File: src/rtl/inv_line_uart_rx_pkg.sv
// Shared definitions for the inverted-line UART receiver: FSM states,
// default timing and the even-parity helper.
package inv_line_uart_rx_pkg;

    localparam int DEF_CLKS_PER_BIT = 16;
    localparam int DEF_DATA_BITS    = 8;

    typedef enum logic [2:0] {
        ST_IDLE,
        ST_START,
        ST_DATA,
        ST_PARITY,
        ST_STOP,
        ST_BREAK
    } rx_state_t;

    // Payloads narrower than 9 bits are zero-extended, which leaves the XOR unchanged.
    function automatic logic even_parity(input logic [8:0] d);
        return ^d;
    endfunction

endpackage

File: src/rtl/inv_line_uart_rx_if.sv
// Byte output buffer handshake between the receiver and its consumer.
interface inv_line_uart_rx_if
    import inv_line_uart_rx_pkg::*;
#(
    parameter int DATA_BITS = DEF_DATA_BITS
) ();
    logic [DATA_BITS-1:0] rx_data;
    logic                 rx_valid;
    logic                 rx_ready;
    logic                 parity_err;
    logic                 frame_err;
    logic                 overrun;

    modport master (
        output rx_data, rx_valid, parity_err, frame_err, overrun,
        input  rx_ready
    );

    modport slave (
        input  rx_data, rx_valid, parity_err, frame_err, overrun,
        output rx_ready
    );
endinterface

File: src/rtl/inv_line_uart_rx_line_sync.sv
// Synchronizer chain for the raw serial line followed by polarity restore;
// flops reset to the raw idle level so the output reads idle (1) during reset.
module line_sync_inv #(
    parameter int SYNC_STAGES = 2,
    parameter int LINE_INVERT = 1
) (
    input  logic clk,
    input  logic rst_n,
    input  logic line,
    output logic s
);
    localparam logic INV      = (LINE_INVERT != 0);
    localparam logic IDLE_RAW = ~INV;

    logic [SYNC_STAGES-1:0] chain;

    always_ff @(posedge clk or negedge rst_n) begin
        if (!rst_n) begin
            chain <= {SYNC_STAGES{IDLE_RAW}};
        end else begin
            chain <= {chain[SYNC_STAGES-2:0], line};
        end
    end

    assign s = chain[SYNC_STAGES-1] ^ INV;
endmodule

File: src/rtl/inv_line_uart_rx.sv
// UART receiver for an inverted (or normal) line: start deglitch, LSB-first
// deframing, optional even parity, break hold-off and a one-entry output buffer.
module inv_line_uart_rx
    import inv_line_uart_rx_pkg::*;
#(
    parameter int CLKS_PER_BIT = DEF_CLKS_PER_BIT,
    parameter int DATA_BITS    = DEF_DATA_BITS,
    parameter int PARITY_EN    = 1,
    parameter int LINE_INVERT  = 1,
    parameter int SYNC_STAGES  = 2
) (
    input  logic                clk,
    input  logic                rst_n,
    input  logic                rx_line,
    inv_line_uart_rx_if.master  byte_if,
    output logic                busy
);
    localparam int CW = $clog2(CLKS_PER_BIT);
    localparam int BW = $clog2(DATA_BITS);
    localparam logic [CW-1:0] HALF_LAST    = CW'(CLKS_PER_BIT / 2 - 1);
    localparam logic [CW-1:0] BIT_LAST     = CW'(CLKS_PER_BIT - 1);
    localparam logic [BW-1:0] BIT_IDX_LAST = BW'(DATA_BITS - 1);

    logic                 s, s_prev;
    rx_state_t            state, state_nx;
    logic [CW-1:0]        cnt, cnt_nx;
    logic [BW-1:0]        bit_cnt, bit_nx;
    logic [DATA_BITS-1:0] shreg, shreg_nx;
    logic                 par_bad, par_bad_nx;
    logic                 byte_done, frame_bad;

    logic [DATA_BITS-1:0] data_q;
    logic                 valid_q, par_err_q, frame_err_q, overrun_q;

    line_sync_inv #(
        .SYNC_STAGES (SYNC_STAGES),
        .LINE_INVERT (LINE_INVERT)
    ) u_sync (
        .clk   (clk),
        .rst_n (rst_n),
        .line  (rx_line),
        .s     (s)
    );

    always_ff @(posedge clk or negedge rst_n) begin
        if (!rst_n) begin
            state   <= ST_IDLE;
            s_prev  <= 1'b1;
            cnt     <= '0;
            bit_cnt <= '0;
            shreg   <= '0;
            par_bad <= 1'b0;
        end else begin
            state   <= state_nx;
            s_prev  <= s;
            cnt     <= cnt_nx;
            bit_cnt <= bit_nx;
            shreg   <= shreg_nx;
            par_bad <= par_bad_nx;
        end
    end

    always_comb begin
        state_nx   = state;
        cnt_nx     = cnt;
        bit_nx     = bit_cnt;
        shreg_nx   = shreg;
        par_bad_nx = par_bad;
        byte_done  = 1'b0;
        frame_bad  = 1'b0;
        unique case (state)
            ST_IDLE: begin
                if (!s && s_prev) begin
                    state_nx = ST_START;
                    cnt_nx   = '0;
                end
            end
            ST_START: begin
                if (cnt == HALF_LAST) begin
                    cnt_nx = '0;
                    if (s) begin
                        state_nx = ST_IDLE;
                    end else begin
                        state_nx   = ST_DATA;
                        bit_nx     = '0;
                        par_bad_nx = 1'b0;
                    end
                end else begin
                    cnt_nx = cnt + CW'(1);
                end
            end
            ST_DATA: begin
                if (cnt == BIT_LAST) begin
                    cnt_nx   = '0;
                    shreg_nx = {s, shreg[DATA_BITS-1:1]};
                    if (bit_cnt == BIT_IDX_LAST) begin
                        state_nx = (PARITY_EN != 0) ? ST_PARITY : ST_STOP;
                    end else begin
                        bit_nx = bit_cnt + BW'(1);
                    end
                end else begin
                    cnt_nx = cnt + CW'(1);
                end
            end
            ST_PARITY: begin
                if (cnt == BIT_LAST) begin
                    cnt_nx     = '0;
                    par_bad_nx = s ^ even_parity(9'(shreg));
                    state_nx   = ST_STOP;
                end else begin
                    cnt_nx = cnt + CW'(1);
                end
            end
            ST_STOP: begin
                if (cnt == BIT_LAST) begin
                    cnt_nx = '0;
                    if (s) begin
                        byte_done = 1'b1;
                        state_nx  = ST_IDLE;
                    end else begin
                        frame_bad = 1'b1;
                        state_nx  = ST_BREAK;
                    end
                end else begin
                    cnt_nx = cnt + CW'(1);
                end
            end
            ST_BREAK: begin
                if (s) state_nx = ST_IDLE;
            end
            default: state_nx = ST_IDLE;
        endcase
    end

    // A completing byte may land in the same cycle the old one is taken.
    always_ff @(posedge clk or negedge rst_n) begin
        if (!rst_n) begin
            data_q      <= '0;
            valid_q     <= 1'b0;
            par_err_q   <= 1'b0;
            frame_err_q <= 1'b0;
            overrun_q   <= 1'b0;
        end else begin
            frame_err_q <= frame_bad;
            if (byte_done) begin
                if (!valid_q || byte_if.rx_ready) begin
                    data_q    <= shreg;
                    par_err_q <= par_bad;
                    valid_q   <= 1'b1;
                    overrun_q <= 1'b0;
                end else begin
                    overrun_q <= 1'b1;
                end
            end else if (valid_q && byte_if.rx_ready) begin
                valid_q   <= 1'b0;
                par_err_q <= 1'b0;
                overrun_q <= 1'b0;
            end
        end
    end

    assign byte_if.rx_data    = data_q;
    assign byte_if.rx_valid   = valid_q;
    assign byte_if.parity_err = par_err_q;
    assign byte_if.frame_err  = frame_err_q;
    assign byte_if.overrun    = overrun_q;
    assign busy               = (state != ST_IDLE);
endmodule
File: src/flat_wrapper.sv
// flat-port wrapper written by rule: the top's interface ports become plain ports
module inv_line_uart_rx_flat import inv_line_uart_rx_pkg::*;
#(
    parameter int CLKS_PER_BIT = DEF_CLKS_PER_BIT,
    parameter int DATA_BITS    = DEF_DATA_BITS,
    parameter int PARITY_EN    = 1,
    parameter int LINE_INVERT  = 1,
    parameter int SYNC_STAGES  = 2
)
  (clk, rst_n, rx_line, busy, byte_if_rx_data, byte_if_rx_valid, byte_if_parity_err, byte_if_frame_err, byte_if_overrun, byte_if_rx_ready);
  inv_line_uart_rx_if #(.DATA_BITS(DATA_BITS)) byte_if_i ();
  input  logic clk;
  input  logic rst_n;
  input  logic rx_line;
  output logic busy;
  output wire logic [$bits(byte_if_i.rx_data)-1:0] byte_if_rx_data;
  output wire logic [$bits(byte_if_i.rx_valid)-1:0] byte_if_rx_valid;
  output wire logic [$bits(byte_if_i.parity_err)-1:0] byte_if_parity_err;
  output wire logic [$bits(byte_if_i.frame_err)-1:0] byte_if_frame_err;
  output wire logic [$bits(byte_if_i.overrun)-1:0] byte_if_overrun;
  input wire logic [$bits(byte_if_i.rx_ready)-1:0] byte_if_rx_ready;
  assign byte_if_rx_data = byte_if_i.rx_data;
  assign byte_if_rx_valid = byte_if_i.rx_valid;
  assign byte_if_parity_err = byte_if_i.parity_err;
  assign byte_if_frame_err = byte_if_i.frame_err;
  assign byte_if_overrun = byte_if_i.overrun;
  assign byte_if_i.rx_ready = byte_if_rx_ready;
  inv_line_uart_rx #(.CLKS_PER_BIT(CLKS_PER_BIT), .DATA_BITS(DATA_BITS), .PARITY_EN(PARITY_EN), .LINE_INVERT(LINE_INVERT), .SYNC_STAGES(SYNC_STAGES)) u_core (.clk(clk), .rst_n(rst_n), .rx_line(rx_line), .byte_if(byte_if_i), .busy(busy));
endmodule
File: config.mk
export PLATFORM = sky130hd
export DESIGN_NAME = inv_line_uart_rx_flat
export DESIGN_NICKNAME = d
export VERILOG_FILES = /design/src/rtl/inv_line_uart_rx_pkg.sv /design/src/rtl/inv_line_uart_rx_if.sv /design/src/rtl/inv_line_uart_rx_line_sync.sv /design/src/rtl/inv_line_uart_rx.sv /design/src/flat_wrapper.sv
export SDC_FILE = /design/constraint.sdc
export NUM_CORES = 1
export LEC_CHECK = 0
export CAP_MARGIN = 25
export CORE_MARGIN = 2
export CORE_UTILIZATION = 50
export DETAILED_ROUTE_END_ITERATION = 7
export DONT_BUFFER_PORTS = 1
export PLACE_DENSITY = 0.62
export SETUP_SLACK_MARGIN = 0.1
export SLEW_MARGIN = 10
export SYNTH_ARGS = -nofsm -noshare
export SYNTH_HDL_FRONTEND = slang
export SYNTH_SLANG_ARGS = --single-unit
File: constraint.sdc
create_clock -name clk -period 1.9 [get_ports clk]
set_input_delay 0.475 -clock clk [delete_from_list [all_inputs] [get_ports clk]]
set_output_delay 0.475 -clock clk [all_outputs]
set_load 0.005 [all_outputs]
**Word-level counts from Yosys, hierarchy flattened**

Index checks and enable logic that the tools add are counted.

- $add $sub $neg: 2
- Multipliers: 0
- Div/mod/pow operators: 0
- $lt $le $gt $ge: 0
- Equal/unequal tests: 18
- Shift-type cells: 0
- Mux-type cells: 36
- Bitwise gates (word level): 2
- Reduce and logical (&&, ||, !) cells: 19

Operators with widths:

| cell | count |
|---|---|
| $mux W3 | 12 |
| $pmux W3 S6 | 1 |
| $mux W1 | 16 |
| $mux W4 | 3 |
| $ne A2 B1 Y1 const B | 6 |
| $pmux W4 S3 | 1 |
| $eq A3 B3 Y1 const B | 3 |
| $reduce_xor A9 Y1 | 1 |
| $ne A2 B2 Y1 const B | 4 |
| $reduce_and A2 Y1 | 4 |
| $reduce_and A7 Y1 | 1 |
| $eq A3 B2 Y1 const B | 2 |
| $pmux W3 S2 | 1 |
| $reduce_bool A2 Y1 | 3 |
| $reduce_bool A3 Y1 | 2 |
| $reduce_and A5 Y1 | 1 |
| $add A4 B1 Y4 const B | 1 |
| $eq A4 B3 Y1 const B | 1 |
| $eq A4 B4 Y1 const B | 1 |
| $reduce_and A4 Y1 | 1 |
| $add A3 B1 Y3 const B | 1 |
| $eq A3 B1 Y1 const B | 1 |
| $logic_not A3 Y1 | 1 |
| $reduce_or A3 Y1 | 1 |
| 7 further kinds | 8 |

- Flip-flop bits (word level): 34
- Bits in latches: 0
- Memory bits (writable): 0
- ROM bits: 0
- Input bits: 4
- Output and inout port bits: 13
- Logic and storage cells: 89
- Memories: 0

**Depth between registers and ports, before layout**

Gate-level depths: netlist of run 1.

- Word-level depth: 5
- Mapped depth: 6
- Mapped depth without buffers: 6

**Hierarchy**

From an unflattened synthesis of run 1, not the netlist that was laid out.

- Cells, all modules: 125
- Area total of the unflattened synthesis: 1557.7 um2

Modules (own cells, without submodules):

| module | times used | cells each | area each (um2) | seq. area each (um2) |
|---|---|---|---|---|
| inv_line_uart_rx | 1 | 122 | 1503.9 | 802.0 |
| line_sync_inv | 1 | 3 | 53.8 | 50.0 |

**Worst setup path before layout of run 1**

No wires, ideal clock.

- Path type: register -> register
- From: reg u_core.cnt[0]
- To: reg u_core.cnt[3]
- Library setup time: 0.064 ns
- Arrival: 1.663 ns
- Slack: 0.173 ns
- Stages on the path, launching flop included: 6
- Path buffers: 0
- Period minus slack after synthesis: 1.727 ns
- Cell sequence: dfrtp_1 ha_1 and3b_1 or4b_4 a211oi_1 a211o_1

- Word-level cells in the longest chain between the ends: 3
- Elaborated cells between the ends (all ways): 6

Ends and longest elaborated chain:

| element | RTL line | source |
|---|---|---|
| start, declared | inv_line_uart_rx.sv:26 | `logic [CW-1:0] cnt, cnt_nx;` |
| start signal, assigned | inv_line_uart_rx.sv:56 | `cnt <= cnt_nx;` |
| $add A4 B1 Y4 (tied with other cells) | n/a |  |
| $mux W4, on equally long branches | n/a |  |
| $pmux W4 S3 * | inv_line_uart_rx.sv:71 | `unique case (state)` |

Mark *: on every way between the ends. The rest lies on a longest branch, timed or not.
A chain may end at the register's enable or synchronous reset.

**Worst setup path in the final report of run 1**

Ends and elaborated chain as after synthesis.

==> results of run 1 <==
==> stage by stage <==
stage	hold slack (ns)	utilization
final	0.154	0.585
after detailed placement	0.180	0.546
after floorplan	0.179	-
after global placement	0.180	0.546
after CTS	0.141	0.575
after global routing	0.122	0.585
==> worst reg2reg max path, delay by kind of cell, from the launching register on <==
kind,cells,cell delay (ns)
flip-flops,1,0.42
adder cells (fa/ha/maj),1,0.22
AND/OR/NAND/NOR,2,0.72
AO/OA/AOI/OAI,2,0.36
==> cells by family after synthesis <==
family / Yosys count / share of synthesized area
DFF: 34 / 0.535
adders and majority gates: 3 / 0.0236
buffers and inverters: 7 / 0.0196
xor gates and xnor gates: 7 / 0.0471
and+or+nand+nor: 34 / 0.127
muxes: 19 / 0.132
AOI/OAI and AO/OA: 26 / 0.116
==> flip-flops by register name, indices dropped and copies added (netlist names) <==
name                       cells
u_core.shreg                   8
u_core.s_prev                  1
u_core.par_bad                 1
u_core.state                   3
u_core.byte_if.rx_data         8
u_core.bit_cnt                 3
u_core.byte_if.frame_err       1
u_core.byte_if.rx_valid        1
u_core.byte_if.parity_err      1
u_core.u_sync.chain            2
u_core.byte_if.overrun         1
u_core.cnt                     4
==> routing by layer <==
layer  vias to the layer above  part of all wire
met5                         -                 0
met4                         0             0.018
met3                         8             0.059
met2                        24              0.44
met1                       509              0.49
li1                        490                 -
==> area by class of cell <==
class / instances / area, um2 / share of cell area
well taps: 44 / 55.1 / 0.0308
multi-input cells: 89 / 746 / 0.417
clock buffers: 5 / 37.5 / 0.0210
clock inverters: 2 / 10.0 / 0.00560
flip-flops and latches: 34 / 852 / 0.477
inverters: 3 / 11.3 / 0.00630
repair buffers: 8 / 75.1 / 0.0420
==> path summary, 6_finish.rpt <==
kind	slack (ns)	cells past startpoint	startpoint	endpoint
max	0.15	5	u_core.cnt[0]$_DFFE_PN0P_	u_core.cnt[3]$_DFFE_PN0P_
min	0.15	0	rx_line	u_core.u_sync.chain[0]$_DFF_PN0_
max reg2reg	0.15	5	u_core.cnt[0]$_DFFE_PN0P_	u_core.cnt[3]$_DFFE_PN0P_
min reg2reg	0.36	0	u_core.u_sync.chain[0]$_DFF_PN0_	u_core.u_sync.chain[1]$_DFF_PN0_
max in group asynchronous	1.09	2	rst_n	u_core.s_prev$_DFF_PN1_
min in group asynchronous	0.56	2	rst_n	u_core.byte_if.parity_err$_DFFE_PN0P_
==> cell usage after synthesis, types with 4 or more instances <==
| cell | number | share of area |
|---|---|---|
| a21oi_1 | 4 | 0.013 |
| buf_2 | 4 | 0.013 |
| dfrtp_1 | 33 | 0.52 |
| mux2_2 | 16 | 0.11 |
| nand2_1 | 9 | 0.021 |
| nand3_1 | 4 | 0.013 |
| nor3_1 | 4 | 0.013 |
| o21ai_0 | 7 | 0.022 |
| xnor2_1 | 6 | 0.033 |
==> cell usage in the layout (no fill, tap or decap), types with 2 or more instances in the layout <==
cell type and count:
clkinv_2 2, a21o_1 3, o21ai_0 7, nand2_1 9, mux2i_1 3, mux2_2 16
clkbuf_4 5, a21oi_1 4, buf_4 6, nor2_1 3, inv_1 3, xnor2_1 6
ha_1 2, dfrtp_1 33, nor2b_1 3, nand3_1 4, a22o_1 3, nor3_1 3
==> repair_timing <==
action / CTS / global route
resized for setup: 3 / 4
hold buffers: 2 / 0
endpoints found under the setup margin: 10 / 11
endpoints found under the hold margin: 34 / 0
buffers inserted: 0 / 1
==> power breakdown <==
group	internal [W]	total [W]	leakage, nW	switching, W
Clock	0.000133	0.000373	0.0308	0.000240
Combinational	0.000104	0.000222	0.384	0.000118
Sequential	0.000756	0.000786	0.454	0.0000293
Total	0.000993	0.00138	0.868	0.000387
==> results.yml, run 1 <==
sta:
  tns_ns: 0
  fin_crit_ns: 1.75
  finalSetupViolCount: 0
  maxSlewHeadroom: 0.630
  fin_ws_ns: 0.146
  max_slew.worst_pin.slew_ns: 0.549
  period_share: 0.923
  fmax_mhz: 570
  skew_ns: 0.0132
  drv_slew: 0
  rsz0062_at_grt: "true"
  hold_viol_final: 0
run_status:
  outcome: "finished clean"
place:
  place_inst: 175
  dpl.hpwl_um: 1840
  post_dp_cell_area_um2: 1670
  dp_slack_ns: 0.0735
  gp_congestion: 0.773
  portBuffers: 0
hold_path:
  hp-class: "input pin to register"
cells_and_area:
  area.growth.synth_to_final_pct: 12.1
  drive_gt1_frac: 0.298
  fill_cells: 278
  fin_cells: 185
  n_antenna_cell: 0
  final_net_count: 148
  final_cell_area_um2: 1790
synth:
  ys.warnings.count: 0
  synth.avg_cell_area_um2: 12.3
  syn_inst: 130
  async_flop_share: 1.00
  yosysSeqAreaShare: 0.535
  synth-seq-cells: 34
  ys_types: 37
  synth_flop_cell: "dfrtp_1"
  synth_nets: 137
  syn-cell-area_um2: 1590
  synth_edf_count: 0
worst_setup_path:
  cp-end-kind: "register"
  cp_slowest_cell: "or4b_4"
  worstPathArrival_ns: 2.05
  cp_cell_sequence: "ha_2 > and3b_1 > or4b_4 > a211oi_2 > a211o_1"
  worstSetupPathType: "register to register"
  crit_buf_inv: 0
  cp_max_fo: 5
  crit_family: "simple AND/OR/NAND/NOR gates"
  worst_setup_path_start_kind: "register"
  required_ns: 2.19
  cp_slowest_stage_delay_ns: 0.52
detailed_routing:
  drtIter0Drc: 51
  ant_nets: 0
  viasPerCell: 5.57
  drtPass1Iterations: 4
  vias: 1031
  drc: 0
  wirelength_um: 2710
  wl_per_cell_um: 14.6
clocking:
  clk_pin_slew_ns: 0.11
  cts_tree: "done"
  cts_buffers: 5
  clock_sinks: 34
  ctsLongestPathBuffers: 2
  cts_htree_levels: 2
  cts-root-buf: "clkbuf_4"
  clock_latency_ns: 0.34
power_and_ir_drop:
  power.leakage_nw: 0.868
  vdd.ir_drop.worst_v: 0.000306
  p_per_area_nw_per_um2: 773
  total_power_w: 0.00138
die:
  die_area_um2: 3660
  io_pins: 17
  die_y_um: 60.5
  die_w_um: 60.5
  rows: 20
  core-area_um2: 3050
  initial_core_util: 0.522
grt:
  gr-total-overflow: 0
  first_global_vias: 909
  met1_usage: 0.229
  grt_pass1_wl_um: 4330
  met3_usage: 0.0704
  met2_usage: 0.220
  grt_max_degree: 35
  antenna_found_initial: 0
  gr-max-usage-layer: "met1"
  grt_util_all_layers: 0.164
run:
  maxCapViolations: 0
Power figures use the tool's default switching activity.
==> run 2: changes to the inputs <==
--- a/config.mk
+++ b/config.mk
@@ -11,6 +11,7 @@
 export DETAILED_ROUTE_END_ITERATION = 7
 export DONT_BUFFER_PORTS = 1
 export PLACE_DENSITY = 0.62
+export RECOVER_POWER = 100
 export SETUP_SLACK_MARGIN = 0.1
 export SLEW_MARGIN = 10
 export SYNTH_ARGS = -nofsm -noshare
==> constraint.sdc (replaced) <==
create_clock -name clk -period 2 [get_ports clk]
set_input_delay 0.5 -clock clk [delete_from_list [all_inputs] [get_ports clk]]
set_output_delay 0.5 -clock clk [all_outputs]
set_load 0.005 [all_outputs]
==> run 2 against run 1 <==
- die area unchanged
- sequential power shrank 5.2%
- critical endpoint is now busy
- clock power increased by 39%
- non-clock buffer count is 2 lower
==> results.yml, run 2 (synthesis results as in run 1) <==
run_status:
  outcome: "finished clean"
detailed_routing:
  wirelength_um: 2630
  drtIter0Drc: 29
  drtPass1Iterations: 4
  drc: 0
  viasPerCell: 5.46
  vias: 1000
  ant_nets: 0
  wl_per_cell_um: 14.4
grt:
  grt_pass1_wl_um: 4440
  gr-total-overflow: 0
  antenna_found_initial: 0
  first_global_vias: 921
  grt_util_all_layers: 0.169
  grt_max_degree: 35
hold_path:
  hold_path_depth: 0
  hp-class: "input pin to register"
worst_setup_path:
  worstSetupPathType: "register to primary output"
  worst_setup_path_start_kind: "register"
  cp_max_fo: 12
  cp_slowest_stage_delay_ns: 0.39
  cp-end-kind: "primary output"
  worstPathArrival_ns: 1.33
  cp_cell_sequence: "buf_4 > nor3_2 > inv_1"
  crit_end: "busy"
  rrSetupSlack_ns: 0.20
  required_ns: 1.50
  cp_slowest_cell: "dfrtp_1"
  crit_path_start: "u_core.state[0]$_DFFE_PN0P_"
  worstReg2RegEnd: "u_core.state[0]$_DFFE_PN0P_"
  reg2reg_from: "u_core.cnt[0]$_DFFE_PN0P_"
  reg2reg_depth: 5
die:
  io_pins: 17
  core-area_um2: 3050
  rows: 20
  die_area_um2: 3660
  initial_core_util: 0.522
  die_y_um: 60.5
  die_w_um: 60.5
sta:
  finalSetupViolCount: 0
  period_share: 0.913
  maxSlewHeadroom: 0.464
  skew_ns: 0.00585
  hold_viol_final: 0
  tns_ns: 0
  fin_crit_ns: 1.83
  max_slew.worst_pin.slew_ns: 0.804
  rsz0062_at_grt: "true"
  fmax_mhz: 548
  holdWs_ns: 0.178
  drv_slew: 0
power_and_ir_drop:
  total_power_w: 0.00145
  vdd.ir_drop.worst_v: 0.000387
  p_per_area_nw_per_um2: 824
  power.leakage_nw: 0.856
cells_and_area:
  final_net_count: 146
  area.growth.synth_to_final_pct: 10.5
  fin_cells: 183
  final_cell_mix: "dfrtp_1, mux2_2, nand2_1, o21ai_0, xnor2_1"
  final_core_util: 0.577
  drive_gt1_frac: 0.259
  final_common_cell: "dfrtp_1"
  n_antenna_cell: 0
clocking:
  cts_tree: "done"
  cts_htree_levels: 2
  clock_latency_ns: 0.34
  clk_pin_slew_ns: 0.10
  cts_buffers: 5
  ctsLongestPathBuffers: 2
  clock_sinks: 34
  cts-root-buf: "clkbuf_4"
place:
  portBuffers: 0
  dpl.hpwl_um: 1850
  place_inst: 174
  gp_congestion: 0.782
run:
  maxCapViolations: 0
run 2: worst min-delay path by stage:
stage	startpoint	endpoint	slack (ns)
after CTS	rx_line	u_core.u_sync.chain[0]$_DFF_PN0_	0.16
after global routing	rx_line	u_core.u_sync.chain[0]$_DFF_PN0_	0.15
after global placement	rst_n	u_core.state[1]$_DFFE_PN0P_	0.21
after detailed placement	rst_n	u_core.state[1]$_DFFE_PN0P_	0.21
after floorplan	rst_n	u_core.bit_cnt[0]$_DFFE_PN0P_	0.20
final	rx_line	u_core.u_sync.chain[0]$_DFF_PN0_	0.18
run 2: power breakdown:
| part | switching, W | leakage, nW | internal, W |
|---|---|---|---|
| registers | 0.0000264 | 0.454 | 0.000719 |
| logic | 0.000106 | 0.358 | 0.0000841 |
| clock network | 0.000226 | 0.0443 | 0.000291 |
run 2: repair_timing:
action                                 CTS  global route
setup endpoints to repair                1            10
gates resized for setup                  1             4
endpoints found under the hold margin   34             0
setup buffers                            0             0
hold buffers                             2             0
run 2: cell type report:
class / instances / area (um2)
clock buffers: 6 / 51.3
clock inverters: 1 / 30.0
fillers: 285 / 1290
inverters: 3 / 11.3
multi-input cells: 89 / 721
flip-flops and latches: 34 / 852
well taps: 44 / 55.1
repair buffers: 6 / 41.3
run 2: layer usage:
layer	up-vias	routed length, um	GRT usage
met3	6	137	0.0618
met5	-	0	0
met2	22	1120	0.230
met4	0	59	0.0839
li1	490	-	-
met1	482	1320	0.236
run 2: critical path, delay by kind of cell, from the launching register on:
family	cells	cell delay [ns]
flip-flops	1	0.39
AND/OR/NAND/NOR	1	0.32
buffers and inverters	2	0.28
run 2: per-stage QoR:
| step | setup slack (ns) | instance area (um2) |
|---|---|---|
| after floorplan | 0.273 | 1590 |
| after global placement | 0.210 | 1660 |
| after detailed placement | 0.174 | 1660 |
| after CTS | 0.148 | 1780 |
| after global routing | 0.0710 | 1760 |
| final | 0.174 | 1760 |
